`src/rtl/mvm_pkg.sv`:
```
// -----------------------------------------------------------------------------
// mvm_pkg
// Shared types and constants for the matrix-vector multiply controller and
// its datapath.
//   mvm_state_e   : controller FSM state encoding
//   DEF_MAT_SCALE : default matrix dimension M
//   INPUT_WIDTH   : default signed width of A/x elements on the data stream
//   OUTPUT_WIDTH  : default width of a y element (full product + growth)
//   RD_LAT        : read-address-to-data latency of the A and x memories
//   WB_LAT        : cycles from the last read of a row to its y writeback
//   cnt_width()   : counter width helper that never returns zero
// -----------------------------------------------------------------------------
package mvm_pkg;

    localparam int DEF_MAT_SCALE = 4;
    localparam int INPUT_WIDTH   = 8;
    localparam int OUTPUT_WIDTH  = 2 * INPUT_WIDTH + $clog2(DEF_MAT_SCALE);

    localparam int RD_LAT = 1;
    localparam int WB_LAT = 2;

    typedef enum logic [2:0] {
        ST_IDLE   = 3'd0,
        ST_LOAD_A = 3'd1,
        ST_LOAD_X = 3'd2,
        ST_CALC   = 3'd3,
        ST_DRAIN  = 3'd4,
        ST_DONE   = 3'd5,
        ST_OUT    = 3'd6
    } mvm_state_e;

    // A dimension of 1 still needs a 1-bit register so the port exists.
    function automatic int cnt_width(input int n);
        return (n > 1) ? $clog2(n) : 1;
    endfunction

endpackage

```
`src/rtl/mvm_idx_cnt.sv`:
```
// -----------------------------------------------------------------------------
// mvm_idx_cnt
// Two-level (row, col) wrapping index counter. col is the inner index; row
// advances when col wraps, and both return to 0 after the last element.
// The counter only moves while en is high, so it rests at 0 between uses.
//   clk      : rising-edge clock
//   reset    : asynchronous, active-low reset
//   en       : advance one position this cycle
//   row      : outer index, 0..ROWS-1
//   col      : inner index, 0..COLS-1
//   col_last : col is at COLS-1
//   last     : row and col are both at their final value
// -----------------------------------------------------------------------------
module mvm_idx_cnt
    import mvm_pkg::*;
#(
    parameter  int ROWS = 4,
    parameter  int COLS = 4,
    localparam int RW   = cnt_width(ROWS),
    localparam int CW   = cnt_width(COLS)
) (
    input  logic          clk,
    input  logic          reset,
    input  logic          en,
    output logic [RW-1:0] row,
    output logic [CW-1:0] col,
    output logic          col_last,
    output logic          last
);

    localparam logic [RW-1:0] ROW_MAX = RW'(ROWS - 1);
    localparam logic [CW-1:0] COL_MAX = CW'(COLS - 1);

    assign col_last = (col == COL_MAX);
    assign last     = col_last && (row == ROW_MAX);

    always_ff @(posedge clk or negedge reset) begin
        if (!reset) begin
            row <= '0;
            col <= '0;
        end else if (en) begin
            if (col_last) begin
                col <= '0;
                row <= (row == ROW_MAX) ? '0 : row + RW'(1);
            end else begin
                col <= col + CW'(1);
            end
        end
    end

endmodule

```
`src/rtl/mvm_ctrl.sv`:
```
// -----------------------------------------------------------------------------
// mvm_ctrl
// Control FSM and address sequencer for an M x M signed matrix-vector
// multiply y = A*x. It loads A (row-major) and x from a serial stream,
// issues pipelined reads with MAC and writeback control, pulses done, then
// steps the y output mux. No arithmetic on data lives here.
//   clk        : rising-edge clock
//   reset      : asynchronous, active-low reset
//   start      : begin a job; only looked at in IDLE
//   busy       : any state other than IDLE
//   wr_en_a    : A memory write enable      wr_addr_a : A write address j*M+k
//   wr_en_x    : x memory write enable      wr_addr_x : x write address
//   rd_addr_a  : A read address             rd_addr_x : x read address
//   en_acc     : MAC enable, one cycle after each read issue
//   clear_acc  : with en_acc, load the product instead of accumulating
//   y_we       : capture the accumulator into y row y_addr
//   done       : one-cycle completion pulse
//   out_valid  : data_out valid; out_row selects the y row shown
//
// Handshake: start is a level sampled on each rising edge while IDLE; a
// sample of 1 launches exactly one job and the level is ignored in every
// other state, so holding it high runs jobs back to back with one IDLE cycle
// between them.
// -----------------------------------------------------------------------------
module mvm_ctrl
    import mvm_pkg::*;
#(
    parameter  int MAT_SCALE = DEF_MAT_SCALE,
    localparam int AW_A      = $clog2(MAT_SCALE * MAT_SCALE),
    localparam int AW_X      = $clog2(MAT_SCALE)
) (
    input  logic            clk,
    input  logic            reset,
    input  logic            start,
    output logic            busy,
    output logic            wr_en_a,
    output logic [AW_A-1:0] wr_addr_a,
    output logic            wr_en_x,
    output logic [AW_X-1:0] wr_addr_x,
    output logic [AW_A-1:0] rd_addr_a,
    output logic [AW_X-1:0] rd_addr_x,
    output logic            en_acc,
    output logic            clear_acc,
    output logic            y_we,
    output logic [AW_X-1:0] y_addr,
    output logic            done,
    output logic            out_valid,
    output logic [AW_X-1:0] out_row
);

    mvm_state_e state;
    mvm_state_e state_next;

    // Counter enables, decoded from state in the output process.
    logic a_en;
    logic s_en;
    logic c_en;

    // A load indexing (row-major over M x M).
    logic [AW_X-1:0] a_row;
    logic [AW_X-1:0] a_col;
    logic            a_col_last;
    logic            a_last;

    // Single-dimension sequencer shared by LOAD_X and OUT; the two states
    // never overlap and the counter is back at 0 when LOAD_X ends.
    logic            s_row;
    logic [AW_X-1:0] s_col;
    logic            s_col_last;
    logic            s_last;

    // CALC indexing: c_row is j (outer), c_col is k (inner).
    logic [AW_X-1:0] c_row;
    logic [AW_X-1:0] c_col;
    logic            c_col_last;
    logic            c_last;

    mvm_idx_cnt #(
        .ROWS (MAT_SCALE),
        .COLS (MAT_SCALE)
    ) u_cnt_load (
        .clk      (clk),
        .reset    (reset),
        .en       (a_en),
        .row      (a_row),
        .col      (a_col),
        .col_last (a_col_last),
        .last     (a_last)
    );

    mvm_idx_cnt #(
        .ROWS (1),
        .COLS (MAT_SCALE)
    ) u_cnt_seq (
        .clk      (clk),
        .reset    (reset),
        .en       (s_en),
        .row      (s_row),
        .col      (s_col),
        .col_last (s_col_last),
        .last     (s_last)
    );

    mvm_idx_cnt #(
        .ROWS (MAT_SCALE),
        .COLS (MAT_SCALE)
    ) u_cnt_calc (
        .clk      (clk),
        .reset    (reset),
        .en       (c_en),
        .row      (c_row),
        .col      (c_col),
        .col_last (c_col_last),
        .last     (c_last)
    );

    // Counter flags that this controller has no use for.
    logic unused_cnt_flags;
    assign unused_cnt_flags = &{1'b0, a_col_last, s_row, s_col_last};

    // -------------------------------------------------------------------------
    // FSM: state register
    // -------------------------------------------------------------------------
    always_ff @(posedge clk or negedge reset) begin
        if (!reset) begin
            state <= ST_IDLE;
        end else begin
            state <= state_next;
        end
    end

    // -------------------------------------------------------------------------
    // FSM: next state. Every multi-cycle state leaves only on its counter's
    // final position, so state lengths follow directly from MAT_SCALE.
    // -------------------------------------------------------------------------
    always_comb begin
        state_next = state;
        case (state)
            ST_IDLE:   if (start)  state_next = ST_LOAD_A;
            ST_LOAD_A: if (a_last) state_next = ST_LOAD_X;
            ST_LOAD_X: if (s_last) state_next = ST_CALC;
            ST_CALC:   if (c_last) state_next = ST_DRAIN;
            ST_DRAIN:              state_next = ST_DONE;
            ST_DONE:               state_next = ST_OUT;
            ST_OUT:    if (s_last) state_next = ST_IDLE;
            default:               state_next = ST_IDLE;
        endcase
    end

    // -------------------------------------------------------------------------
    // FSM: state-decoded outputs and counter enables. Addresses are forced to
    // 0 outside the state that owns them.
    // -------------------------------------------------------------------------
    always_comb begin
        busy      = 1'b0;
        wr_en_a   = 1'b0;
        wr_addr_a = '0;
        wr_en_x   = 1'b0;
        wr_addr_x = '0;
        rd_addr_a = '0;
        rd_addr_x = '0;
        done      = 1'b0;
        out_valid = 1'b0;
        out_row   = '0;
        a_en      = 1'b0;
        s_en      = 1'b0;
        c_en      = 1'b0;
        case (state)
            ST_LOAD_A: begin
                busy      = 1'b1;
                a_en      = 1'b1;
                wr_en_a   = 1'b1;
                wr_addr_a = AW_A'(a_row) * AW_A'(MAT_SCALE) + AW_A'(a_col);
            end
            ST_LOAD_X: begin
                busy      = 1'b1;
                s_en      = 1'b1;
                wr_en_x   = 1'b1;
                wr_addr_x = s_col;
            end
            ST_CALC: begin
                busy      = 1'b1;
                c_en      = 1'b1;
                rd_addr_a = AW_A'(c_row) * AW_A'(MAT_SCALE) + AW_A'(c_col);
                rd_addr_x = c_col;
            end
            ST_DRAIN: begin
                busy = 1'b1;
            end
            ST_DONE: begin
                busy = 1'b1;
                done = 1'b1;
            end
            ST_OUT: begin
                busy      = 1'b1;
                s_en      = 1'b1;
                out_valid = 1'b1;
                out_row   = s_col;
            end
            default: ;
        endcase
    end

    // -------------------------------------------------------------------------
    // MAC / writeback pipeline. Each CALC read issue launches a token that
    // reaches en_acc after the memory read latency. The last read of a row
    // launches a writeback token that reaches y_we after WB_LAT cycles: one
    // for the read, one for the final accumulate. The row index rides along
    // and is zero whenever no writeback is in flight.
    // -------------------------------------------------------------------------
    logic                 issue_acc;
    logic                 issue_clr;
    logic                 issue_wb;
    logic [RD_LAT-1:0]    acc_pipe;
    logic [RD_LAT-1:0]    clr_pipe;
    logic [WB_LAT-1:0]    wb_pipe;
    logic [AW_X-1:0]      row_pipe [WB_LAT];

    assign issue_acc = c_en;
    assign issue_clr = c_en && (c_col == '0);
    assign issue_wb  = c_en && c_col_last;

    always_ff @(posedge clk or negedge reset) begin
        if (!reset) begin
            acc_pipe <= '0;
            clr_pipe <= '0;
            wb_pipe  <= '0;
            for (int i = 0; i < WB_LAT; i++) begin
                row_pipe[i] <= '0;
            end
        end else begin
            acc_pipe[0] <= issue_acc;
            clr_pipe[0] <= issue_clr;
            wb_pipe[0]  <= issue_wb;
            row_pipe[0] <= issue_wb ? c_row : '0;
            for (int i = 1; i < RD_LAT; i++) begin
                acc_pipe[i] <= acc_pipe[i-1];
                clr_pipe[i] <= clr_pipe[i-1];
            end
            for (int i = 1; i < WB_LAT; i++) begin
                wb_pipe[i]  <= wb_pipe[i-1];
                row_pipe[i] <= row_pipe[i-1];
            end
        end
    end

    assign en_acc    = acc_pipe[RD_LAT-1];
    assign clear_acc = clr_pipe[RD_LAT-1];
    assign y_we      = wb_pipe[WB_LAT-1];
    assign y_addr    = row_pipe[WB_LAT-1];

endmodule

```
`config.mk`:
```
export PLATFORM = sky130hd
export DESIGN_NAME = mvm_ctrl
export DESIGN_NICKNAME = d
export VERILOG_FILES = /design/src/rtl/mvm_pkg.sv /design/src/rtl/mvm_idx_cnt.sv /design/src/rtl/mvm_ctrl.sv
export SDC_FILE = /design/constraint.sdc
export NUM_CORES = 1
export LEC_CHECK = 0
export BUFFER_PORTS_ARGS = -buffer_cell sky130_fd_sc_hd__buf_2
export CAP_MARGIN = 20
export CORE_MARGIN = 2
export CORE_UTILIZATION = 52
export DETAILED_ROUTE_END_ITERATION = 12
export PLACE_DENSITY = 0.86
export SLEW_MARGIN = 0
export SYNTH_ARGS = -nofsm -noshare
export SYNTH_HDL_FRONTEND = slang
export SYNTH_HIERARCHICAL = 1
export SYNTH_SLANG_ARGS = --single-unit
export TNS_END_PERCENT = 10
```
`constraint.sdc`:
```
create_clock -name clk -period 1.8 [get_ports clk]
set_input_delay 0.27 -clock clk [delete_from_list [all_inputs] [get_ports clk]]
set_output_delay 0.27 -clock clk [all_outputs]
set_load 0.01 [all_outputs]
```
==> flow_metrics.py, run 1 <==
metrics = {
    "worst_hold_path": {
        "min_path_type": "input pin to flip-flop",
    },
    "floorplan": {
        "rows": 16,
        "pin_count": 27,
        "start_util": 0.564,
        "die_h_um": 50.6,
        "fp.dieW_um": 50.6,
        "coreArea_um2": 2000,
        "die_area_um2": 2560,
    },
    "cells_and_area": {
        "final_common_cell": "buf_2",
        "drive_gt1_frac": 0.411,
        "diodes": 0,
        "mostFrequentLayoutCells": "buf_2, dfrtp_1, and2_1, and3_1, ha_1",
        "utilization": 0.657,
        "nNetsFinal": 135,
        "fillers": 172,
        "area_growth_pct": 16.4,
        "layout.cells.non_filler": 151,
    },
    "clock_tree": {
        "cts_buffers": 3,
        "cts_buffer_depth": 2,
        "cts_sinks": 21,
        "clk_pin_slew_ps": 120,
        "cts-root-buf": "clkbuf_4",
        "insertion_delay_ps": 290,
        "cts_tree": "yes",
        "cts-htree-levels": 1,
    },
    "power": {
        "total_power_mw": 1.04,
        "cellLeakagePower_nw": 0.760,
        "power_density_nw_per_um2": 789,
        "peakVddDrop_v": 0.000632,
    },
    "worst_setup_path": {
        "critPathMaxStageDelay_ps": 430,
        "critPathLaunchType": "flip-flop",
        "cpLargestDelayFamily": "simple AND/OR/NAND/NOR gates",
        "worst-setup-path-type": "flip-flop to output pin",
        "worstPathArrival_ps": 1440,
        "cp_num_buf_inv": 1,
        "path_cells": "nor2b_4, and2b_2, and2_1, buf_2",
        "crit_path_end_kind": "output pin",
        "worst_ep_required_time_ps": 1530,
        "cpMaxStageDelayCell": "dfrtp_1",
        "worst-path-max-fanout": 9,
    },
    "synth": {
        "yosysWarningCount": 6,
        "syn_inst": 96,
        "syn-num-nets": 106,
        "syn_avg_cell_area_um2": 11.8,
        "synth.cell_area_um2": 1130,
    },
    "grt": {
        "grt_max_degree": 22,
        "antenna_found_initial": 0,
        "grt_first_pass_wirelength_mm": 3.22,
        "grt_overflow": 0,
        "grt_pass1_vias": 736,
        "track_usage": 0.165,
    },
    "sta": {
        "setup_viol": 0,
        "rsz0062_at_grt": "yes",
        "setup_tns_ps": 0,
        "slew_headroom": 0.694,
        "final_max_slew_viol_count": 0,
        "period_share": 0.952,
        "tightestPinTransition_ps": 459,
        "fin_crit_ps": 1710,
        "fin_skew_ps": 1.22,
        "fmax_mhz": 584,
        "hold_ws_ps": 215,
        "hold_viol": 0,
    },
    "routing": {
        "first_pass_iters": 3,
        "drt-initial-drc-count": 5,
        "wl_per_cell_um": 12.2,
        "drc_errors": 0,
        "wl_mm": 1.85,
        "drt-vias-per-instance": 5.07,
        "dr_total_vias": 765,
        "postRouteAntennaNets": 0,
    },
    "place": {
        "place_congestion": 0.839,
        "port_buffers": 26,
        "place_hpwl_mm": 1.33,
        "dp.cells": 143,
    },
    "run_status": {
        "status": "finished clean",
    },
    "flow_run": {
        "drv_cap": 0,
    },
}
worst paths after layout:
| kind | from | end | slack [ps] | cells after the start |
|---|---|---|---|---|
| worst max-delay path | state[2] | wr_addr_a[1] | 90 | 4 |
| worst min-delay path | start | state[0] | 210 | 3 |
| worst max register to register | state[2] | u_cnt_calc/row[1] | 410 | 4 |
| worst min register to register | wb_pipe[0] | wb_pipe[1] | 360 | 0 |
| max in group asynchronous | reset | state[0] | 1040 | 2 |
| min in group asynchronous | reset | u_cnt_seq/col[0] | 450 | 2 |
area by class of cell:
type	count	area, um^2	area share
clock buffers	3	22.5	0.0171
repair buffers	33	185	0.141
clock inverters	1	5.00	0.00381
flip-flops and latches	21	526	0.400
multi-input cells	66	543	0.413
well taps	27	33.8	0.0257
worst register-to-register path, cell delays in order (launching register included):
cell     delay (ps)
dfrtp_1         430
nor2b_4         200
and2_1          270
nand2_2         110
mux2_4          300
state kept, by name, summed over array words and instances, names as in the netlist:
signal          flops
clear_acc           1
en_acc              1
row_pipe            2
state               3
u_cnt_calc/col      2
u_cnt_calc/row      2
u_cnt_load/col      2
u_cnt_load/row      2
u_cnt_seq/col       2
wb_pipe             2
y_addr              2
what timing repair did:
item | CTS | global route
resized for setup | 0 | 1
endpoints found under the hold margin | 21 | 0
hold buffers | 1 | 0
buffers inserted | 0 | 3
endpoints found under the setup margin | 0 | 7
stage by stage:
| step | worst slack [ps] | instance area, um^2 |
|---|---|---|
| detailed placement | 363 | 1250 |
| finish | 86.2 | 1320 |
| global placement | 399 | 1250 |
| floorplan | 413 | 1130 |
| global route | -26.0 | 1320 |
| CTS | 3.05 | 1290 |
power breakdown:
part	switching (mW)	leakage [nW]	internal, mW
combinational	0.118	0.459	0.146
sequential	0.0383	0.283	0.513
clock	0.140	0.0177	0.0826
total	0.296	0.760	0.741
layer usage:
metal | track usage | wire (um) | up-vias
met1 | 0.217 | 904 | 364
met5 | 0 | 0 | -
met4 | 0.0541 | 14 | 0
li1 | - | - | 377
met3 | 0.0298 | 86 | 2
met2 | 0.276 | 842 | 22
(Power assumes the default switching activity.)
==> run 2: changes to the inputs <==
- clock period: 1.8 -> 1.6 ns (I/O delays scaled with it)
==> run 2 against run 1 <==
Compared with the run above: the run now ends with negative setup slack left; flip-flop and latch count did not move; register-to-register slack lost 270 ps; critical path depth increased by 1; core utilization rose by 2.1 points; global-route usage up 1.2 points; die area unchanged; worst setup slack lost 110 ps; clock power increased by 14%; via count is 3.4% higher; total power is 15% higher; sequential share of layout area fell by 1.2 points; clock skew grew 1.3 ps; critical path type unchanged; critical endpoint is now wr_addr_x[1]; largest power group unchanged; highest routed layer unchanged.
==> flow_metrics.py, run 2 (synthesis results as in run 1) <==
metrics = {
    "cells_and_area": {
        "nNetsFinal": 138,
        "diodes": 0,
        "drive_gt1_frac": 0.433,
        "register_area_um2": 527,
        "multi_input_area_um2": 548,
        "largest_reg_flops": 3,
        "fillers": 171,
        "mostFrequentLayoutCells": "buf_2, dfrtp_1, and2_1, and3_1, ha_1",
        "layout.cells.non_filler": 154,
        "area_growth_pct": 20.2,
        "final_common_cell": "buf_2",
        "fin_area_um2": 1360,
        "regMostFlops": "state",
    },
    "routing": {
        "wl_per_cell_um": 12.6,
        "drc_errors": 0,
        "drt-vias-per-instance": 5.14,
        "drt-initial-drc-count": 10,
        "first_pass_iters": 4,
        "dr_total_vias": 791,
        "postRouteAntennaNets": 0,
        "wl_mm": 1.94,
    },
    "clock_tree": {
        "cts-htree-levels": 1,
        "insertion_delay_ps": 300,
        "cts_buffers": 3,
        "cts_buffer_depth": 2,
        "cts-root-buf": "clkbuf_4",
        "cts_tree": "yes",
        "cts_sinks": 21,
        "clk_pin_slew_ps": 110,
    },
    "power": {
        "power_density_nw_per_um2": 876,
        "switching_share": 0.281,
        "clockPowerShare": 0.213,
        "p_sw_mw": 0.334,
        "power_frac_comb": 0.264,
        "p_int_mw": 0.855,
        "seqPwrFrac": 0.522,
        "cellLeakagePower_nw": 0.773,
        "peakVddDrop_v": 0.000879,
        "total_power_mw": 1.19,
    },
    "floorplan": {
        "die_area_um2": 2560,
        "pin_count": 27,
        "start_util": 0.564,
        "die_h_um": 50.6,
        "rows": 16,
        "fp.dieW_um": 50.6,
        "coreArea_um2": 2000,
    },
    "flow_run": {
        "drv_cap": 0,
    },
    "sta": {
        "slew_headroom": 0.694,
        "setup_tns_ps": -67.7,
        "setup_viol": 4,
        "fin_crit_ps": 1630,
        "fin_skew_ps": 2.56,
        "hold_viol": 0,
        "timing.final.ws_setup_ps": -28.0,
        "final_max_slew_viol_count": 0,
        "period_share": 1.02,
        "tightestPinTransition_ps": 458,
        "fmax_mhz": 614,
        "rsz0062_at_grt": "yes",
    },
    "grt": {
        "grt_max_degree": 22,
        "track_usage": 0.177,
        "grt_overflow": 0,
        "antenna_found_initial": 0,
        "grt_pass1_vias": 813,
        "grt_first_pass_wirelength_mm": 3.43,
    },
    "place": {
        "place_hpwl_mm": 1.38,
        "port_buffers": 26,
        "dp.cells": 143,
        "pre_cts_ws_ps": 88.0,
        "dpl_cell_area_um2": 1250,
        "place_congestion": 0.840,
    },
    "run_status": {
        "status": "complete, but fails checks",
        "violations": "negative setup slack",
    },
    "worst_setup_path": {
        "worst_ep_required_time_ps": 1360,
        "crit_path_end_kind": "output pin",
        "worst-setup-path-type": "flip-flop to output pin",
        "worst-path-max-fanout": 4,
        "critPathLaunchType": "flip-flop",
        "worstPathArrival_ps": 1390,
    },
    "worst_hold_path": {
        "min_path_type": "input pin to flip-flop",
    },
}
-- run 2: final timing paths --
check | from | end | slack (ps) | cells past startpoint
worst min register to register | wb_pipe[0] | wb_pipe[1] | 360 | 0
worst max register to register | state[2] | u_cnt_calc/row[0] | 140 | 5
worst min-delay path | start | state[0] | 190 | 3
min in group asynchronous | reset | u_cnt_seq/col[1] | 410 | 2
worst max-delay path | state[0] | wr_addr_x[1] | -30 | 5
max in group asynchronous | reset | state[1] | 850 | 2
-- run 2: stage by stage --
stage               hold WS, ps   util
floorplan                 -55.6      -
CTS                         188  0.676
global placement            211  0.626
finish                      185  0.678
global route                176  0.678
detailed placement          221  0.626
-- run 2: area by class of cell --
| cell class | instances | area share |
|---|---|---|
| multi-input cells | 66 | 0.404 |
| flip-flops and latches | 21 | 0.388 |
| repair buffers | 36 | 0.164 |
| well taps | 27 | 0.0249 |
| clock buffers | 4 | 0.0194 |
-- run 2: critical path: stages (launching register included) --
cell and delay, ps:
dfrtp_1 400, buf_6 130, nor2b_4 140, and2b_1 160
and2_1 130, buf_2 120
-- run 2: metal layers --
metal / GRT usage / wire length, um
met2: 0.333 / 972
met3: 0.0268 / 98
met4: 0.0676 / 24
met5: 0 / 0
met1: 0.199 / 848
-- run 2: power by group through the flow --
stage	Combinational, mW	Clock, mW	Sequential, mW
final	0.314	0.254	0.621
after global routing	0.354	0.287	0.630
after CTS	0.319	0.258	0.622
after detailed placement	0.294	0	0.632
after global placement	0.278	0	0.628
after floorplan	0.216	0	0.620
-- run 2: repair_timing --
item / 4_1_cts / 5_1_grt
pin swaps: 5 / 0
hold buffers: 1 / 0
endpoints found under the hold margin: 21 / 0
gates resized for setup: 6 / 1
endpoints found under the setup margin: 9 / 15
setup buffers: 6 / 0
